--- src/rtl/jtbubl_snd_if_if.sv ---
// Main-CPU bus window shared between the CPU (master) and the sound port (slave).
interface jtbubl_snd_if_if;
    logic       cs;
    logic [1:0] addr;
    logic       rd_n;
    logic       wr_n;
    logic [7:0] din;
    logic [7:0] dout;
    logic       irq_n;

    modport master (output cs, addr, rd_n, wr_n, din, input dout, irq_n);
    modport slave  (input cs, addr, rd_n, wr_n, din, output dout, irq_n);
endinterface

--- src/rtl/jtbubl_snd_if.sv ---
// Main-CPU side of the Bubble Bobble sound link: command/reply latches,
// reply IRQ and the sound subsystem reset sequencer.
module jtbubl_snd_if #(
    parameter int RST_HOLD = 16,
    parameter int CW       = 8
) (
    input  logic                 clk,
    input  logic                 rstn,
    jtbubl_snd_if_if.slave       bus,
    output logic [7:0]           snd_latch,
    output logic                 snd_stb,
    input  logic                 snd_flag,
    input  logic [7:0]           main_latch,
    input  logic                 main_stb,
    output logic                 main_flag,
    output logic                 snd_rstn
);
    typedef enum logic [1:0] {HOLD, RUN, SOFT} state_t;

    localparam logic [CW-1:0] HOLD_CNT = CW'(RST_HOLD);

    state_t        state;
    logic [CW-1:0] cnt;
    logic          wr_l, rd_l, stb_l;
    logic          wr_e, rd_e, stb_rise;
    logic [7:0]    rply;
    logic          ovr, irq_en, soft_rst, irq_q;
    logic [7:0]    dout_c;

    assign wr_e     = bus.cs & ~bus.wr_n & wr_l;
    assign rd_e     = bus.cs & ~bus.rd_n & rd_l;
    assign stb_rise = main_stb & ~stb_l;

    always_ff @(posedge clk or negedge rstn) begin
        if (!rstn) begin
            wr_l  <= 1'b1;
            rd_l  <= 1'b1;
            stb_l <= 1'b0;
        end else begin
            wr_l  <= bus.wr_n;
            rd_l  <= bus.rd_n;
            stb_l <= main_stb;
        end
    end

    // While the sound side is in reset its flags are forced clear and strobes are suppressed
    always_ff @(posedge clk or negedge rstn) begin
        if (!rstn) begin
            snd_latch <= 8'h00;
            snd_stb   <= 1'b0;
            rply      <= 8'h00;
            main_flag <= 1'b0;
            ovr       <= 1'b0;
            irq_en    <= 1'b0;
            soft_rst  <= 1'b0;
            irq_q     <= 1'b1;
        end else begin
            snd_stb <= 1'b0;
            irq_q   <= ~(irq_en & main_flag);
            if (wr_e) begin
                case (bus.addr)
                    2'd0: begin
                        snd_latch <= bus.din;
                        if (snd_rstn) begin
                            snd_stb <= 1'b1;
                            if (!snd_flag) ovr <= 1'b1;
                        end
                    end
                    2'd1:    irq_en   <= bus.din[0];
                    2'd3:    soft_rst <= bus.din[0];
                    default: ;
                endcase
            end
            if (rd_e && bus.addr == 2'd1) ovr <= 1'b0;
            if (snd_rstn && stb_rise) begin
                rply      <= main_latch;
                main_flag <= 1'b1;
            end else if (rd_e && bus.addr == 2'd0) begin
                main_flag <= 1'b0;
            end
            if (!snd_rstn) begin
                main_flag <= 1'b0;
                ovr       <= 1'b0;
            end
        end
    end

    always_ff @(posedge clk or negedge rstn) begin
        if (!rstn) begin
            state    <= HOLD;
            cnt      <= HOLD_CNT;
            snd_rstn <= 1'b0;
        end else begin
            case (state)
                HOLD: begin
                    if (soft_rst) begin
                        state    <= SOFT;
                        snd_rstn <= 1'b0;
                    end else if (cnt == '0) begin
                        state    <= RUN;
                        snd_rstn <= 1'b1;
                    end else begin
                        cnt <= cnt - 1'b1;
                    end
                end
                RUN: begin
                    if (soft_rst) begin
                        state    <= SOFT;
                        snd_rstn <= 1'b0;
                    end
                end
                SOFT: begin
                    snd_rstn <= 1'b0;
                    if (!soft_rst) begin
                        cnt   <= HOLD_CNT;
                        state <= HOLD;
                    end
                end
                default: begin
                    state    <= HOLD;
                    snd_rstn <= 1'b0;
                end
            endcase
        end
    end

    always_comb begin
        dout_c = 8'hFF;
        if (bus.cs && !bus.rd_n) begin
            case (bus.addr)
                2'd0:    dout_c = rply;
                2'd1:    dout_c = {4'hF, irq_en, ovr, ~snd_flag, main_flag};
                2'd2:    dout_c = 8'hFF;
                default: dout_c = {7'h7F, soft_rst};
            endcase
        end
    end

    assign bus.dout  = dout_c;
    assign bus.irq_n = irq_q;
endmodule

--- src/flat_wrapper.sv ---
// flat-port wrapper written by rule: the top's interface ports become plain ports
module jtbubl_snd_if_flat 
#(
    parameter int RST_HOLD = 16,
    parameter int CW       = 8
)
  (clk, rstn, snd_latch, snd_stb, snd_flag, main_latch, main_stb, main_flag, snd_rstn, bus_cs, bus_addr, bus_rd_n, bus_wr_n, bus_din, bus_dout, bus_irq_n);
  jtbubl_snd_if_if bus_i ();
  input  logic clk;
  input  logic rstn;
  output logic [7:0] snd_latch;
  output logic snd_stb;
  input  logic snd_flag;
  input  logic [7:0] main_latch;
  input  logic main_stb;
  output logic main_flag;
  output logic snd_rstn;
  input wire logic [$bits(bus_i.cs)-1:0] bus_cs;
  input wire logic [$bits(bus_i.addr)-1:0] bus_addr;
  input wire logic [$bits(bus_i.rd_n)-1:0] bus_rd_n;
  input wire logic [$bits(bus_i.wr_n)-1:0] bus_wr_n;
  input wire logic [$bits(bus_i.din)-1:0] bus_din;
  output wire logic [$bits(bus_i.dout)-1:0] bus_dout;
  output wire logic [$bits(bus_i.irq_n)-1:0] bus_irq_n;
  assign bus_i.cs = bus_cs;
  assign bus_i.addr = bus_addr;
  assign bus_i.rd_n = bus_rd_n;
  assign bus_i.wr_n = bus_wr_n;
  assign bus_i.din = bus_din;
  assign bus_dout = bus_i.dout;
  assign bus_irq_n = bus_i.irq_n;
  jtbubl_snd_if #(.RST_HOLD(RST_HOLD), .CW(CW)) u_core (.clk(clk), .rstn(rstn), .bus(bus_i), .snd_latch(snd_latch), .snd_stb(snd_stb), .snd_flag(snd_flag), .main_latch(main_latch), .main_stb(main_stb), .main_flag(main_flag), .snd_rstn(snd_rstn));
endmodule
--- config.mk ---
export PLATFORM = sky130hd
export DESIGN_NAME = jtbubl_snd_if_flat
export DESIGN_NICKNAME = d
export VERILOG_FILES = /design/src/rtl/jtbubl_snd_if_if.sv /design/src/rtl/jtbubl_snd_if.sv /design/src/flat_wrapper.sv
export SDC_FILE = /design/constraint.sdc
export NUM_CORES = 1
export LEC_CHECK = 0
export CORE_MARGIN = 5
export CORE_UTILIZATION = 50
export CTS_BUF_LIST = sky130_fd_sc_hd__clkbuf_2
export CTS_CLUSTER_SIZE = 20
export DETAILED_ROUTE_END_ITERATION = 10
export PLACE_DENSITY_LB_ADDON = 0.3
export SYNTH_ARGS = -nofsm -noshare
export SYNTH_HDL_FRONTEND = slang
export SYNTH_SLANG_ARGS = --single-unit
--- constraint.sdc ---
create_clock -name clk -period 2.38 [get_ports clk]
set_clock_uncertainty 0.1 [all_clocks]
set_input_delay 0.238 -clock clk [delete_from_list [all_inputs] [get_ports clk]]
set_output_delay 0.238 -clock clk [all_outputs]
set_load 0.02 [all_outputs]
==> results.md, run 1 <==
Cells and area:
- The synthesis-to-layout area growth is 32.29%.
- The fill cell total of the finished layout is 260.
- For this run, the post-layout net count is 240.
- The antenna diode instance count is 0.
- At the end of the flow the core is filled with cells to 68.96%.
- The fraction of final layout cells sized beyond drive strength 1 is 23.56%.
- The cell area after layout is 0.002337 sq mm.
- The final standard cell count with taps included and fillers excluded is 254.

Setup path:
- Counting cells, the worst reg-to-reg path comes to 5.
- The maximum fanout encountered on the critical timing path is 4.
- The kind of end point of the critical path is a primary output.
- The kind of cell adding the most delay to the critical path is buffers and inverters.
- The signal on the critical path passes through clkdlybuf4s50_1 -> inv_1 -> ha_1 -> a221o_1 -> mux2i_1 -> nand2_1 -> dlygate4sd2_1.
- For the worst setup path, the data arrival time is 1.91 ns.
- The startpoint identified for the worst register-to-register timing path is u_core.cnt[0].
- The worst setup path is of the in -> out kind.
- On the critical path, the stage with the largest delay is an instance of sky130_fd_sc_hd__clkdlybuf4s50_1.
- The worst setup path is launched from an input pin.
- In this design, the stage delay of the slowest critical-path cell is 0.53 ns.
- The count of buffering cells on the critical path with inverters included is 3.
- For the worst setup path, the data required time is 2.04 ns.
- The critical register-to-register path endpoint is u_core.cnt[0].
- The register-to-register setup slack is 0.37 ns.

Clock tree:
- The clock insertion delay at the later pin of the skew report is 0.40 ns.
- In this run, CTS created clock tree buffers numbering 5.
- The number of clock sinks is 36.
- The clock tree synthesis step divided the H-tree into 2 levels.
- After clock tree synthesis, the setup repair step added 0 buffers.
- The TritonCTS clock tree is yes.
- Hold repair after CTS inserted 0 buffers.
- No sink is reached through more buffers than the 2 on the longest clock path.
- The clock transition time at the flip-flop clock pins of the worst setup and hold paths is 0.18 ns.
- The CTS root buffer is sky130_fd_sc_hd__clkbuf_2.

STA:
- Setup repair after global routing left no endpoint under its margin.
- The count of endpoints failing hold in the final timing report is 0.
- The shortest clock period the worst path allows after layout is 2.252 ns.
- The slew at the pin closest to its max-slew limit is 0.5675 ns.
- The final setup violation count is 0.
- For this run, the top clock speed supported by timing is 0.4441 GHz.
- The relative slew slack is 62.07%.
- The final count of pins violating max slew was 0.
- The final sum of negative setup slack is 0 ns.
- The final clock period utilization by the worst path is 94.62%.

Pwr:
- The sequential share of power is 48.7%.
- The clock share of power is 13.9%.
- The worst-case IR drop observed on VDD is 532.4 uV.
- After layout, the design draws a total of 0.001998 W.
- Cell internal power was estimated by the tool at 0.001267 W.
- The switching power share of the total is 36.61%.
- The combinational power share is 37.4%.
- For this design the total switching power over the nets is 0.0007315 W.
- Summed over all cells, the static leakage comes to 1.013 nW.
- In this run the power density over the cells is 855.0 mW/mm^2.

Route:
- The number of iterations in the first detailed-routing pass is 4.
- After detailed routing, the total wire length is 4071 microns.
- After detailed routing, the number of vias per cell comes to 5.571.
- The number of DRC violations after detailed routing is 0.
- Once detail routing completed, the nets flagged for antenna violations numbered 0.
- The violation count after the first detailed-route iteration is 62.
- The detail-routed net length per standard cell is 16.03 microns.
- The routed layout has 1415 vias.

Min path:
- The type of the worst min-delay path is in -> async.

Die:
- The die span in y is 69.44 microns.
- The placement row count is 21.
- The top-level I/O count is 45.
- The initial utilization of the core area, before any placement, comes to 52.12%.
- The floorplan step defined a core boundary enclosing 0.003390 sq mm.
- The area enclosed by the die boundary is 0.004822 sq mm.
- The die span in x is 69.44 microns.

Synthesis:
- Counting flops and latches in the post-synthesis netlist gives 36.
- The commonest register cell after synthesis is sky130_fd_sc_hd__dfrtp_1.
- Synthesis handed over a netlist of 150 instances.
- The post-synthesis sequential area ratio is 51.27%.
- The post-synthesis average cell area is 11.78 sq um.
- In this run the cell area of the synthesized design comes to 0.001767 sq mm.
- The number of unique standard cell types used by synthesis is 41.
- During synthesis, Yosys emitted a total of 0 warnings.
- The fraction of synthesis flops using an asynchronous set or reset pin is 100.0%.
- The net count of the mapped netlist is 183.
- The number of enable flip-flop cells after synthesis is 0.

GRT:
- Global routing consumed, on the met1 layer, 20.79% of the routing resources.
- Global routing used 7.101% of the available met3 tracks.
- The busiest layer in global routing is met2.
- The first global-routing pass estimated 6824 microns of wire.
- Global routing finished with a remaining overflow of 0.
- The all-layer global routing usage is 17.75%.
- The number of antenna violations at the first check in global routing is 0.
- The via count of the first global-routing pass was 1426.
- The routing usage on met2 is 28.92%.
- The largest net degree at the start of global routing is 37.

Placement:
- The count of buffers inserted at the top-level ports is 44.
- Routability-driven placement finished with a final weighted congestion of 0.8707.
- The HPWL after detailed placement is 3050 microns.
- The standard cell area after detailed placement is 0.002318 sq mm.
- After detailed placement, the design holds a cell count of 246.

Flow run:
- The number of max-cap violations is 0.

Outcome:
- The run finished with clean final reports.
## synth_stat cells, drive strengths merged, types with 2 or more instances
library cell / instances / share of area (%)
buf: 3 / 0.99
a31oi: 2 / 0.71
nor3: 6 / 2.0
mux2: 19 / 12
dfstp: 4 / 5.9
nand4b: 2 / 0.99
o21ai: 4 / 1.1
a221o: 6 / 3.4
a21boi: 2 / 0.85
nor2b: 3 / 1.1
dfrtp: 32 / 45
or4: 5 / 2.5
inv: 10 / 2.1
nor2: 6 / 1.3
nand2: 15 / 3.2
a2111oi: 3 / 1.5
ha: 8 / 5.7
## sequential cells by signal (all words and copies together), names as in the netlist
| signal | cells |
|---|---|
| u_core.cnt | 8 |
| u_core.irq_en | 1 |
| u_core.snd_rstn | 1 |
| u_core.snd_latch | 8 |
| u_core.state | 2 |
| u_core.ovr | 1 |
| u_core.main_flag | 1 |
| u_core.snd_stb | 1 |
| u_core.bus.irq_n | 1 |
| u_core.rply | 8 |
| u_core.wr_l | 1 |
| u_core.soft_rst | 1 |
| u_core.rd_l | 1 |
| u_core.stb_l | 1 |
## layout by cell type, fill, tap and decap left out, types with 2 or more instances in the layout
cell type,Yosys,layout
sky130_fd_sc_hd__a2111oi_0,3,3
sky130_fd_sc_hd__a21boi_0,2,2
sky130_fd_sc_hd__a221o_1,6,6
sky130_fd_sc_hd__a31oi_1,2,2
sky130_fd_sc_hd__buf_4,1,10
sky130_fd_sc_hd__clkbuf_2,0,10
sky130_fd_sc_hd__clkdlybuf4s50_1,0,36
sky130_fd_sc_hd__dfrtp_1,32,32
sky130_fd_sc_hd__dfstp_2,4,4
sky130_fd_sc_hd__dlygate4sd2_1,0,5
sky130_fd_sc_hd__ha_1,8,8
sky130_fd_sc_hd__inv_1,10,10
sky130_fd_sc_hd__mux2_2,19,19
sky130_fd_sc_hd__nand2_1,15,15
sky130_fd_sc_hd__nand4b_1,2,2
sky130_fd_sc_hd__nor2_1,6,6
sky130_fd_sc_hd__nor2b_1,3,3
sky130_fd_sc_hd__nor3_1,5,5
sky130_fd_sc_hd__o21ai_0,3,3
sky130_fd_sc_hd__or4_1,3,3
sky130_fd_sc_hd__or4_4,2,2
## layer usage
metal / part of all wire, % / wire length [microns] / up-vias
met4: 1.0 / 42 / 0
li1: - / - / 667
met1: 42 / 1707 / 688
met5: 0 / 0 / -
met3: 7.5 / 307 / 4
met2: 49 / 2013 / 56
## area by class of cell
| type | instances | area (sq um) | share of cell area [%] |
|---|---|---|---|
| multi-input combinational | 100 | 802.0 | 34.31 |
| inverter | 10 | 37.54 | 1.606 |
| sequential | 36 | 905.9 | 38.76 |
| tap | 46 | 57.56 | 2.463 |
| clock inverter | 1 | 5.005 | 0.2141 |
| clock buffer | 7 | 35.03 | 1.499 |
| timing repair buffer | 54 | 494.2 | 21.15 |
## worst reg2reg max path, stage by stage (launching register included)
cell and delay [ns]:
sky130_fd_sc_hd__dfrtp_1 0.45, sky130_fd_sc_hd__inv_1 0.14, sky130_fd_sc_hd__ha_1 0.19, sky130_fd_sc_hd__nor4b_2 0.49, sky130_fd_sc_hd__a2111oi_0 0.23, sky130_fd_sc_hd__a221o_1 0.31
## power by group through the flow
| stage | registers (W) | logic, W | clock network, W |
|---|---|---|---|
| final | 0.000974 | 0.000747 | 0.000278 |
| after global routing | 0.000996 | 0.000815 | 0.000314 |
| after floorplan | 0.000968 | 0.000480 | 0 |
| after detailed placement | 0.000983 | 0.000752 | 0 |
| after global placement | 0.000964 | 0.000715 | 0 |
| after CTS | 0.000969 | 0.000749 | 0.000287 |
## logic make-up (layout without fill, tap and decap cells)
logic type	count (synthesis)	after routing	share of synthesized area [%]
AND/OR/NAND/NOR	46	46	14.87
flip-flops	36	36	51.27
AO/OA/AOI/OAI	26	26	12.18
multiplexers	20	20	12.68
buffers and inverters	14	72	3.329
adder cells (fa/ha/maj)	8	8	5.666
## stage by stage
step                      hold WS [ns]  setup slack (ns)
after global placement          0.3367           -0.1839
after CTS                       0.1276           0.01560
after global routing            0.1545           0.03634
after floorplan                -0.1576            0.6930
after detailed placement        0.3452           -0.2291
final                           0.1230            0.1280
## worst max-delay path by stage
stage | from | endpoint | slack [ns] | cells past startpoint
detailed placement | bus_addr[0] | bus_dout[3] | -0.23 | 6
CTS | bus_addr[0] | bus_dout[3] | 0.02 | 6
global route | bus_addr[0] | bus_dout[0] | 0.04 | 7
finish | bus_addr[1] | bus_dout[0] | 0.13 | 7
floorplan | u_core.cnt[5] | u_core.cnt[7] | 0.69 | 3
global placement | bus_addr[0] | bus_dout[3] | -0.18 | 6
## what timing repair did
item	CTS	global route
pin swaps	0	0
gates resized for setup	11	3
setup endpoints to repair	8	3
No activity file was read; power rests on OpenSTA's default activity.
==> run 2: changes to the inputs <==
HOLD_SLACK_MARGIN = 0.02   (was default)
==> results of run 2 <==
No change in the layout: final DEF, timing and power equal those of run 1.
